**config.mk**
```make
export PLATFORM = sky130hd
export DESIGN_NAME = nor_reduce_pipe
export DESIGN_NICKNAME = d
export VERILOG_FILES = /design/src/rtl/nor_reduce_pipe.sv
export SDC_FILE = /design/constraint.sdc
export NUM_CORES = 1
export LEC_CHECK = 0
export CAP_MARGIN = 20
export CELL_PAD_IN_SITES_DETAIL_PLACEMENT = 1
export CELL_PAD_IN_SITES_GLOBAL_PLACEMENT = 2
export CORE_MARGIN = 2
export CORE_UTILIZATION = 30
export CTS_CLUSTER_DIAMETER = 30
export DETAILED_ROUTE_END_ITERATION = 8
export DONT_BUFFER_PORTS = 1
export GPL_ROUTABILITY_DRIVEN = 0
export PLACE_DENSITY = 0.74
export SLEW_MARGIN = 20
export SYNTH_ARGS = -nofsm -noshare
export SYNTH_HDL_FRONTEND = slang
export SYNTH_SLANG_ARGS = --single-unit
```
**constraint.sdc**
```tcl
create_clock -name CK -period 2.3 [get_ports CK]
set_input_delay 0.46 -clock CK [delete_from_list [all_inputs] [get_ports CK]]
set_output_delay 0.46 -clock CK [all_outputs]
set_load 0.05 [all_outputs]
```
**src/rtl/nor_reduce_pipe.sv**
```systemverilog
// Pipelined, handshaked wide reduction gate (OR/AND/XOR with optional final inversion).
// Each tree level of FANIN-input nodes is registered; a global stall freezes every stage.
module nor_reduce_pipe #(
  parameter int WIDTH = 10,
  parameter int FANIN = 4
) (
  input  logic             CK,
  input  logic             RN,
  input  logic [WIDTH-1:0] A,
  input  logic [2:0]       MODE,
  input  logic             VI,
  output logic             RI,
  output logic             ZN0,
  output logic             VO,
  input  logic             RO
);

  function automatic int calc_levels(input int w, input int f);
    int l;
    int p;
    l = 1;
    p = f;
    for (int i = 0; i < 8; i++) begin
      if (p < w) begin
        p = p * f;
        l = l + 1;
      end
    end
    return l;
  endfunction

  // Number of partial results held at tree level k (level 0 is the input vector).
  function automatic int lvl_width(input int w, input int f, input int k);
    int p;
    p = 1;
    for (int i = 0; i < 9; i++) begin
      if (i < k) p = p * f;
    end
    return (w + p - 1) / p;
  endfunction

  function automatic int lvl_off(input int w, input int f, input int k);
    int s;
    s = 0;
    for (int i = 0; i < 10; i++) begin
      if (i < k) s = s + lvl_width(w, f, i);
    end
    return s;
  endfunction

  function automatic logic red_op(input logic [1:0] op, input logic [FANIN-1:0] g);
    case (op)
      2'b01:   return &g;
      2'b10:   return ^g;
      default: return |g;
    endcase
  endfunction

  localparam int LEVELS = calc_levels(WIDTH, FANIN);
  localparam int TOTAL  = lvl_off(WIDTH, FANIN, LEVELS + 1);

  // All levels packed back to back: level 0 is A, the last level is the single result bit.
  logic [TOTAL-1:0]    dat;
  logic [LEVELS:0]     vld;
  logic [3*LEVELS-1:0] mode_bus;

  assign dat[WIDTH-1:0] = A;
  assign vld[0]         = VI;
  assign mode_bus[2:0]  = MODE;

  assign RI  = !VO || RO;
  assign VO  = vld[LEVELS];
  assign ZN0 = dat[TOTAL-1];

  for (genvar k = 1; k <= LEVELS; k++) begin : g_lvl
    localparam int NP      = lvl_width(WIDTH, FANIN, k - 1);
    localparam int NK      = lvl_width(WIDTH, FANIN, k);
    localparam int SRC_OFF = lvl_off(WIDTH, FANIN, k - 1);
    localparam int DST_OFF = lvl_off(WIDTH, FANIN, k);

    logic [2:0]    m;
    logic [NK-1:0] nxt;
    logic [NK-1:0] d_q;
    logic          v_q;

    assign m = mode_bus[3*(k-1) +: 3];

    for (genvar j = 0; j < NK; j++) begin : g_node
      logic [FANIN-1:0] grp;
      for (genvar i = 0; i < FANIN; i++) begin : g_in
        if (j * FANIN + i < NP) begin : g_src
          assign grp[i] = dat[SRC_OFF + j*FANIN + i];
        end else begin : g_pad
          // identity of the selected op so the short last group is neutral
          assign grp[i] = (m[1:0] == 2'b01);
        end
      end
      if (k == LEVELS) begin : g_last
        assign nxt[j] = m[2] ^ red_op(m[1:0], grp);
      end else begin : g_mid
        assign nxt[j] = red_op(m[1:0], grp);
      end
    end

    always_ff @(posedge CK or negedge RN) begin
      if (!RN) begin
        d_q <= '0;
        v_q <= 1'b0;
      end else if (RI) begin
        d_q <= nxt;
        v_q <= vld[k-1];
      end
    end

    assign dat[DST_OFF +: NK] = d_q;
    assign vld[k]             = v_q;

    if (k < LEVELS) begin : g_mode
      logic [2:0] m_q;
      always_ff @(posedge CK or negedge RN) begin
        if (!RN) begin
          m_q <= 3'b000;
        end else if (RI) begin
          m_q <= m;
        end
      end
      assign mode_bus[3*k +: 3] = m_q;
    end
  end

endmodule

```
==> Word-level counts from Yosys, hierarchy flattened <==
Cells that the tools add are included.
W data, S select, Z words.
{ "word_totals": {"elab_cells": 28, "inputBits": 17, "regBits": 9, "out_inout_bits": 3} }
{ "op_classes": {"mux": 4, "eq_ne": 4, "bitwise": 1, "n_reduce_logical": 14} }
{ "op_table": {"columns": ["op", "count"], "rows": [
  ["$reduce_xor A4 Y1", 4],
  ["$reduce_and A4 Y1", 3],
  ["$reduce_or A4 Y1", 3],
  ["$pmux W1 S2", 4],
  ["$eq A2 B1 Y1 const B", 2],
  ["$eq A2 B2 Y1 const B", 2],
  ["$reduce_and A3 Y1", 1],
  ["$reduce_or A3 Y1", 1],
  ["$logic_not A1 Y1", 1],
  ["$logic_or A1 B1 Y1", 1],
  ["$xor A1 B1 Y1", 1]
]} }

==> Longest topological paths before layout <==
Gate-level depths: netlist (run 1).
{ "depth": {"ltp_word": 4, "ltp_mapped": 8, "mapped_depth_nobuf": 8} }

==> Least setup slack after synthesis (run 1) <==
OpenSTA, ideal clock, no wires.
{ "synth_timing": {"kind": "register to register", "startpoint": "reg g_lvl[1].g_mode.m_q[1]", "endpoint": "reg g_lvl[2].d_q (netlist: ZN0)", "path_buffers": 0, "slack_ns": 0.630, "required_ns": 2.178, "arrival_ns": 1.548, "setup_ns": 0.122, "synth_period_minus_slack_ns": 1.670, "path_stages_with_launch": 9, "cell_sequence": "dfrtp_1 -> inv_1 -> ha_1 -> inv_1 -> ha_1 -> xor2_1 -> a311oi_2 -> xor2_1 -> o21ai_1"} }
{ "synth_via": {"elab_chain_len": 4, "word_cells_on_any_way": 7, "cone_classes": "eq/ne (2); mux (1); bitwise (1); reduce/logical (3)"} }
{ "synth_lines": {"columns": ["item", "line", "source"], "rows": [
  ["start, declared", "119", "logic [2:0] m_q;"],
  ["start signal, assigned", "124", "m_q <= m;"],
  ["$eq A2 B1 Y1", "52, 95", null],
  ["$reduce_or A4 Y1 (tied with other cells)", "55", "default: return |g;"],
  ["$pmux W1 S2 *", "52", "case (op)"],
  ["$xor A1 B1 Y1 *", "99", "assign nxt[j] = m[2] ^ red_op(m[1:0], grp);"],
  ["end signal, assigned", "110", "d_q <= nxt;"],
  ["end, declared", "83", "logic [NK-1:0] d_q;"]
]} }
Mark *: on every way between the ends. The rest lies on a longest branch, timed or not.
A chain may end at the register's enable or synchronous reset.

==> Worst setup path in the final report (run 1) <==
{ "layout_timing": {"startpoint": "reg g_lvl[2].v_q (netlist: VO)", "endpoint": "out RI"} }
{ "layout_via": {"elab_chain_len": 2} }
{ "layout_lines": {"columns": ["item", "line", "source"], "rows": [
  ["start, declared", "84", "logic v_q;"],
  ["start signal, assigned", "111", "v_q <= vld[k-1];"],
  ["$logic_not A1 Y1", "71", "assign RI = !VO || RO;"],
  ["$logic_or A1 B1 Y1", "71", null],
  ["end, declared", "12", "output logic RI,"]
]} }
Every way passes these cells.

==> results.toml, run 1 <==
[drt]
viasPerCell = 4.583
postRouteWirelength_um = 1283
firstDrtPassIters = 2
dr.first_iter.drc_count = 4
num_vias = 527
drc = 0
wl_per_cell_um = 11.16
antenna_left = 0

[sta]
min_period_ps = 1928
worstMarginPinSlew_ps = 470.2
slew_violations = 0
maxSlewHeadroom_pct = 68.65
final-hold-violation-count = 0
fin_crit_sh_pct = 83.83
final.setup.tns_ps = 0
setup_viol = 0
whs_ps = 345.5
rsz0062_at_grt = "no"
fmax_mhz = 518.6
skew_ps = 4.988

[die]
core_um2 = 2410
dieHeight_um = 53.90
rows = 18
initial_core_util_pct = 31.00
fp.dieArea_um2 = 2905
die_w_um = 53.90
io_pins = 20

[min_path]
hold_class = "in -> reg"
hold_depth = 1
worstHoldStart = "VI"
whs_endpoint = "g_lvl[1].v_q$_DFFE_PN0P_"

[clock_tree]
clk_latency_ps = 270
htreeDepth = 1
cts_made_buffers = 3
numClockSinks = 9
cts_buffer_depth = 2
clkTransAtPathRegs_ps = 60
post_cts_resized = 0
cts_tree = "built"
cts-root-buf = "clkbuf_4"

[critical_path]
end_kind = "output pin"
rr_worst_depth = 8
cpMaxStageDelayCell = "dfrtp_1"
setup.worst_path.start = "VO$_DFFE_PN0P_"
path_cells = "nor2b_1 -> buf_4 -> inv_2"
r2r_slack_ps = 530
required_ps = 1840
r2r_end = "ZN0$_DFFE_PN0P_"
cp.arrival_ps = 1470
crit_type = "reg -> out"
critPathMaxFanout = 9
crit_path_start_kind = "register"
slowest_delay_ps = 550
r2r-start = "g_lvl[1].g_mode.m_q[1]$_DFFE_PN0P_"

[synth]
synth.cell_area_um2 = 747.0
synth_edf_count = 0
synthFlopType = "dfrtp_1"
syn_inst = 80
yosysWarnings = 0
ys_types = 20
synth_seq_cells = 9
synth.top_cell.area_share_pct = 30.15
yosysSeqAreaShare_pct = 30.15
synth_common_cells = "inv_1 (19), ha_1 (18), dfrtp_1 (9)"
async_flop_share_pct = 100.0
synth.avg_cell_area_um2 = 9.337
synth_area_leaders = "dfrtp_1 (30%), ha_1 (30%), inv_1 (9.5%)"
syn_nets = 115
yosysMostFrequentCell = "inv_1"
synth_top_cell_by_area = "dfrtp_1"

[placement]
dpl.hpwl_um = 1156
portBuffers = 0

[cells_and_area]
filler_cell_count = 280
fin_nets = 121
diodes = 0
synthToLayoutAreaGrowth_pct = 9.883
drive_gt1_share_pct = 11.76

[global_route]
grt_pass1_vias = 582
use_met1_pct = 11.56
grt_max_degree = 10
grt_pass1_wl_um = 2242
met3_usage_pct = 1.389
top_usage_layer = "met2"
antenna_found_initial = 0
met2_usage_pct = 19.51
grt.overflow.total = 0
track_usage_pct = 11.03

[flow_run]
maxCapViolations = 0

[power]
leakagePower_nw = 0.4506
power.density_nw_per_um2 = 631.9
max-vdd-ir-drop_mv = 0.2939

[status]
status = "finished, final reports clean"
==> worst max-delay path: cells and delay by family (launching register included) <==
family / cells / cell delay, ps
simple gates: 1 / 220
flops: 1 / 550
buf+inv: 2 / 430
==> metrics by stage <==
step                      cell area, um^2  total power, mW  worst slack, ps  utilization [%]  cells
final                               820.8           0.5187            371.9            34.06    115
after global routing                820.8           0.5644            312.1            34.06    115
after CTS                           820.8           0.5322            349.8            34.06    115
after detailed placement            784.5           0.3993            518.8            32.55    110
after global placement              784.5           0.3924            576.2            32.55    110
after floorplan                     747.0           0.3666            630.2                -     80
==> kinds of logic after synthesis <==
kind of cell / synth area share, %
buffers and inverters: 11.06
adders and majority gates: 30.15
AOI/OAI and AO/OA: 13.06
and+or+nand+nor: 7.875
DFF: 30.15
xor gates and xnor gates: 4.690
muxes: 3.015
==> worst max-delay path by stage <==
stage                     slack, ps               to  depth (start not counted)
after floorplan                 630  ZN0$_DFFE_PN0P_                          8
after detailed placement        520  ZN0$_DFFE_PN0P_                          8
after CTS                       350               RI                          3
after global routing            310               RI                          3
after global placement          580  ZN0$_DFFE_PN0P_                          8
final                           370               RI                          3
==> final cells by class <==
| type | count | area (um^2) | area share, % |
|---|---|---|---|
| Timing Repair Buffer | 2 | 17.52 | 2.134 |
| Multi-Input combinational cell | 50 | 439.2 | 53.51 |
| Inverter | 20 | 75.07 | 9.146 |
| Clock buffer | 4 | 26.28 | 3.201 |
| Sequential cell | 9 | 225.2 | 27.44 |
| Tap cell | 30 | 37.54 | 4.573 |
==> flip-flops by register name, summed over array words and instances (netlist names) <==
name / count
g_lvl.d_q: 3
g_lvl.v_q: 1
VO: 1
ZN0: 1
g_lvl.g_mode.m_q: 3
==> power breakdown <==
part           internal (mW)  switching [mW]
logic                 0.0703          0.0822
registers              0.187          0.0553
clock network         0.0670          0.0571
==> cells in the final DEF, fill, tap and decap left out, types with 3 or more instances in the layout <==
cell type	count
clkbuf_4	3
dfrtp_1	9
ha_1	18
inv_1	19
nand2_1	7
o21ai_0	4
xor2_1	4
==> routing by layer <==
| layer | share of wire, % | vias up |
|---|---|---|
| met2 | 54 | 11 |
| met5 | 0 | - |
| met1 | 40 | 244 |
| met4 | 1.6 | 0 |
| met3 | 3.9 | 2 |
| li1 | - | 270 |
==> repair_timing <==
item,CTS,global route
hold buffers,1,0
buffers inserted,0,0
endpoints found under the hold margin,9,0
Power figures use the tool's default switching activity.
==> run 2, diff against run 1 <==
==> constraint.sdc (replaced) <==
create_clock -name CK -period 1.8 [get_ports CK]
set_input_delay 0.36 -clock CK [delete_from_list [all_inputs] [get_ports CK]]
set_output_delay 0.36 -clock CK [all_outputs]
set_load 0.05 [all_outputs]
==> run 2 against run 1 <==
Net effect:
- routed wire length rose by 6.7%
- final area is 5.8% higher
- sequential share of layout area down 1.5 points
- clock-buffer cell count is the same
- worst hold slack lost 93 ps
- non-clock buffer count up 3
- total power increased by 33%
- setup slack got worse by 270 ps
- clock skew fell by 1.5 ps
- largest power group unchanged
- global-route usage rose by 0.39 points
- sequential power rose by 24%
==> results.toml, run 2 (same netlist as run 1, synthesis figures left out) <==
[clock_tree]
cts_tree = "built"
cts-root-buf = "clkbuf_4"
htreeDepth = 1
cts_buffer_depth = 2
cts_made_buffers = 3
clkTransAtPathRegs_ps = 60
numClockSinks = 9
clk_latency_ps = 260

[drt]
dr.first_iter.drc_count = 10
num_vias = 547
antenna_left = 0
wl_per_cell_um = 11.60
postRouteWirelength_um = 1369
firstDrtPassIters = 2
wl_met1_um = 489
wl_met3_um = 55
drc = 0
route.met2.wl_um = 790
topRoutingLayerUsed = "met4"
viasPerCell = 4.636

[critical_path]
critPathMaxFanout = 3
crit_path_start_kind = "register"
cpLargestDelayFamily = "adder cells"
cpMaxStageDelayCell = "dfrtp_1"
crit_path_frequent_cell = "xor2_1"
end_kind = "register"
cp.arrival_ps = 1850
crit_type = "reg -> reg"
cp_num_buf_inv = 2
path_cells = "inv_2 -> ha_4 -> inv_1 -> ha_1 -> xor2_1 -> a311oi_2 -> xor2_1 -> o21ai_1"
required_ps = 1950
slowest_delay_ps = 400

[power]
leakagePower_nw = 0.4690
power.density_nw_per_um2 = 793.3
max-vdd-ir-drop_mv = 0.3629

[placement]
portBuffers = 0
dpl.hpwl_um = 1201
dp.cells = 112

[die]
rows = 18
dieHeight_um = 53.90
initial_core_util_pct = 31.00
io_pins = 20
core_um2 = 2410
die_w_um = 53.90
fp.dieArea_um2 = 2905

[sta]
fin_crit_sh_pct = 94.53
final.setup.tns_ps = 0
skew_ps = 3.490
final-hold-violation-count = 0
setup_viol = 0
maxSlewHeadroom_pct = 68.31
worstMarginPinSlew_ps = 475.3
rsz0062_at_grt = "no"
min_period_ps = 1702
slew_violations = 0
fmax_mhz = 587.7

[cells_and_area]
drive_gt1_share_pct = 17.05
fin_nets = 124
synthToLayoutAreaGrowth_pct = 16.25
layout.cells.non_filler = 118
final_cell_mix = "inv_1 (18), ha_1 (17), dfrtp_1 (9)"
final_common_cell = "inv_1"
reg_top3 = "g_lvl.d_q: 3 flops, g_lvl.g_mode.m_q: 3 flops"
diodes = 0

[min_path]
hold_class = "in -> reg"

[global_route]
grt_pass1_vias = 605
grt.overflow.total = 0
track_usage_pct = 11.43
grt_max_degree = 10
grt_pass1_wl_um = 2283
antenna_found_initial = 0

[flow_run]
maxCapViolations = 0

[status]
status = "finished, final reports clean"
## run 2: changes by cell type in the layout (fill, tap and decap cells not counted), sizes merged
cell and delta:
buf +3
## run 2: what timing repair did
action                     in CTS  in global routing
buffers inserted                0                  1
gates resized for setup         0                  3
setup endpoints to repair       0                  1
hold buffers                    1                  0
hold endpoints to repair        9                  0
## run 2: per-layer routing
metal  vias to the layer above  global-route usage, %
li1                        273                      -
met1                       258                  10.34
met2                        12                  22.36
met3                         4                  1.389
met4                         0                  8.974
met5                         -                      0
## run 2: area by class of cell
| cell class | count | area, um^2 |
|---|---|---|
| clock buffers | 4 | 26.28 |
| well taps | 30 | 37.54 |
| inverters | 20 | 75.07 |
| fillers | 277 | 1541 |
| flip-flops and latches | 9 | 225.2 |
| repair buffers | 5 | 52.55 |
| multi-input cells | 50 | 451.7 |
## run 2: worst paths after layout
check                                                           to  slack (ps)                                from  cells past startpoint
worst max-delay path                               ZN0$_DFFE_PN0P_         100  g_lvl[1].g_mode.m_q[1]$_DFFE_PN0P_                      8
worst min-delay path            g_lvl[1].g_mode.m_q[2]$_DFFE_PN0P_         250                             MODE[2]                      1
worst max register to register                     ZN0$_DFFE_PN0P_         100  g_lvl[1].g_mode.m_q[1]$_DFFE_PN0P_                      8
worst min register to register                      VO$_DFFE_PN0P_         460            g_lvl[1].v_q$_DFFE_PN0P_                      1
max in group asynchronous                           VO$_DFFE_PN0P_        1030                                  RN                      1
min in group asynchronous              g_lvl[1].d_q[2]$_DFFE_PN0P_         470                                  RN                      1
## run 2: worst register-to-register path, stage by stage, from the launching register on
cell and delay, ps:
dfrtp_1 400, inv_2 80, ha_4 130, inv_1 40, ha_1 280, xor2_1 150
a311oi_2 260, xor2_1 170, o21ai_1 70
## run 2: stage by stage
stage	hold WS [ps]	worst slack, ps	utilization (%)	instance area, um^2	power (mW)
final	252.7	98.46	36.03	868.3	0.6889
after global routing	241.2	16.83	36.03	868.3	0.7436
after CTS	244.5	4.118	35.20	848.3	0.6955
after detailed placement	64.62	11.67	33.70	812.0	0.5264
after global placement	64.59	81.92	33.70	812.0	0.5160
after floorplan	64.41	130.2	-	747.0	0.4684
## run 2: power breakdown
part           total (mW)  switching, mW  leakage [nW]  internal [mW]
clock               0.157         0.0712        0.0150         0.0855
combinational       0.231          0.123         0.348          0.108
sequential          0.301         0.0623         0.106          0.239
total               0.689          0.257         0.469          0.432
==> run 3, diff against run 2 <==
--- a/config.mk
+++ b/config.mk
@@ -15,6 +15,7 @@
 export DONT_BUFFER_PORTS = 1
 export GPL_ROUTABILITY_DRIVEN = 0
 export PLACE_DENSITY = 0.74
+export RECOVER_POWER = 100
 export SLEW_MARGIN = 20
 export SYNTH_ARGS = -nofsm -noshare
 export SYNTH_HDL_FRONTEND = slang
==> run 3 against run 2 <==
Net effect:
- sequential power is essentially flat
- setup slack better by 0.64 ps
- first-iteration DRC count decreased by 20%
- clock-buffer cell count unchanged
- worst hold slack is essentially flat
- clock skew is 0.50 ps lower
- largest cell class unchanged
- largest power group unchanged
- critical path type unchanged
- clock power hardly changed
- via count down 0.37%
==> results.toml, run 3 (same netlist as run 1, synthesis figures left out) <==
[status]
status = "finished, final reports clean"

[cells_and_area]
diodes = 0
layout.cells.non_filler = 118
final_area_um2 = 849.6
filler_cell_count = 278
final_common_cell = "inv_1"
synthToLayoutAreaGrowth_pct = 13.74
drive_gt1_share_pct = 14.77
final_cell_mix = "inv_1 (19), ha_1 (17), dfrtp_1 (9)"
reg_top3 = "g_lvl.d_q: 3 flops, g_lvl.g_mode.m_q: 3 flops"
fin_nets = 124

[sta]
rsz0062_at_grt = "no"
maxSlewHeadroom_pct = 60.75
worstMarginPinSlew_ps = 591.3
min_period_ps = 1701
slew_violations = 0
setup_viol = 0
skew_ps = 2.986
final-hold-violation-count = 0
final.setup.tns_ps = 0
fmax_mhz = 587.9
fin_crit_sh_pct = 94.49

[global_route]
track_usage_pct = 11.43
grt_pass1_vias = 605
grt_pass1_wl_um = 2283
grt.overflow.total = 0
grt_max_degree = 10
antenna_found_initial = 0

[critical_path]
critPathMaxFanout = 3
end_kind = "register"
required_ps = 1950
crit_type = "reg -> reg"
crit_path_start_kind = "register"
cp.arrival_ps = 1850

[drt]
dr.first_iter.drc_count = 8
viasPerCell = 4.619
firstDrtPassIters = 2
postRouteWirelength_um = 1371
num_vias = 545
antenna_left = 0
wl_per_cell_um = 11.62
drc = 0

[clock_tree]
cts_buffer_depth = 2
numClockSinks = 9
cts_made_buffers = 3
cts_tree = "built"
htreeDepth = 1
clk_latency_ps = 260
clkTransAtPathRegs_ps = 60
cts-root-buf = "clkbuf_4"

[flow_run]
maxCapViolations = 0

[die]
io_pins = 20
core_um2 = 2410
dieHeight_um = 53.90
die_w_um = 53.90
initial_core_util_pct = 31.00
fp.dieArea_um2 = 2905
rows = 18

[power]
leakagePower_nw = 0.4603
finalPower_mw = 0.6780
power.density_nw_per_um2 = 798.0
max-vdd-ir-drop_mv = 0.3610

[placement]
dp.cells = 112
dpl.hpwl_um = 1201
portBuffers = 0
place_area_um2 = 812.0

[min_path]
hold_class = "in -> reg"
-- run 3: per-stage QoR --
stage               hold slack, ps  util [%]  worst slack, ps
floorplan                    64.41         -            130.2
global route                 241.2     35.25            16.83
finish                       252.2     35.25            99.10
detailed placement           64.62     33.70            11.67
global placement             64.59     33.70            81.92
CTS                          244.5     35.20            4.118
-- run 3: final cells by class --
type | count | area [um^2] | share of cell area (%)
clock buffer | 4 | 26.28 | 3.093
sequential | 9 | 225.2 | 26.51
inverter | 20 | 75.07 | 8.837
multi-input combinational | 50 | 451.7 | 53.17
tap | 30 | 37.54 | 4.418
timing repair buffer | 5 | 33.78 | 3.976
-- run 3: final timing paths --
check	startpoint	end	slack [ps]	depth (start not counted)
min in group asynchronous	RN	g_lvl[1].d_q[2]$_DFFE_PN0P_	470	1
max	g_lvl[1].g_mode.m_q[1]$_DFFE_PN0P_	ZN0$_DFFE_PN0P_	100	8
max in group asynchronous	RN	VO$_DFFE_PN0P_	1030	1
min	VI	g_lvl[1].v_q$_DFFE_PN0P_	250	1
min reg2reg	g_lvl[1].v_q$_DFFE_PN0P_	VO$_DFFE_PN0P_	460	1
max reg2reg	g_lvl[1].g_mode.m_q[1]$_DFFE_PN0P_	ZN0$_DFFE_PN0P_	100	8
-- run 3: repair_timing --
| action | 4_1_cts | 5_1_grt |
|---|---|---|
| gates resized for setup | 0 | 3 |
| setup endpoints to repair | 0 | 1 |
| endpoints found under the hold margin | 9 | 0 |
| hold buffers | 1 | 0 |
| buffers inserted | 0 | 1 |
-- run 3: worst max-delay path, stage by stage (launching register included) --
cell	delay, ps
dfrtp_1	400
inv_2	80
ha_4	130
inv_1	40
ha_1	280
xor2_1	150
a311oi_2	260
xor2_1	170
o21ai_1	70
-- run 3: metal layers --
layer	track usage, %	share of wire, %
met3	1.389	4.0
met2	22.36	57
met4	8.974	2.5
met5	0	0
met1	10.34	36
-- run 3: power breakdown --
part	internal [mW]	switching (mW)	leakage, nW
sequential	0.239	0.0622	0.106
combinational	0.0980	0.122	0.340
clock	0.0855	0.0716	0.0150
total	0.422	0.256	0.460
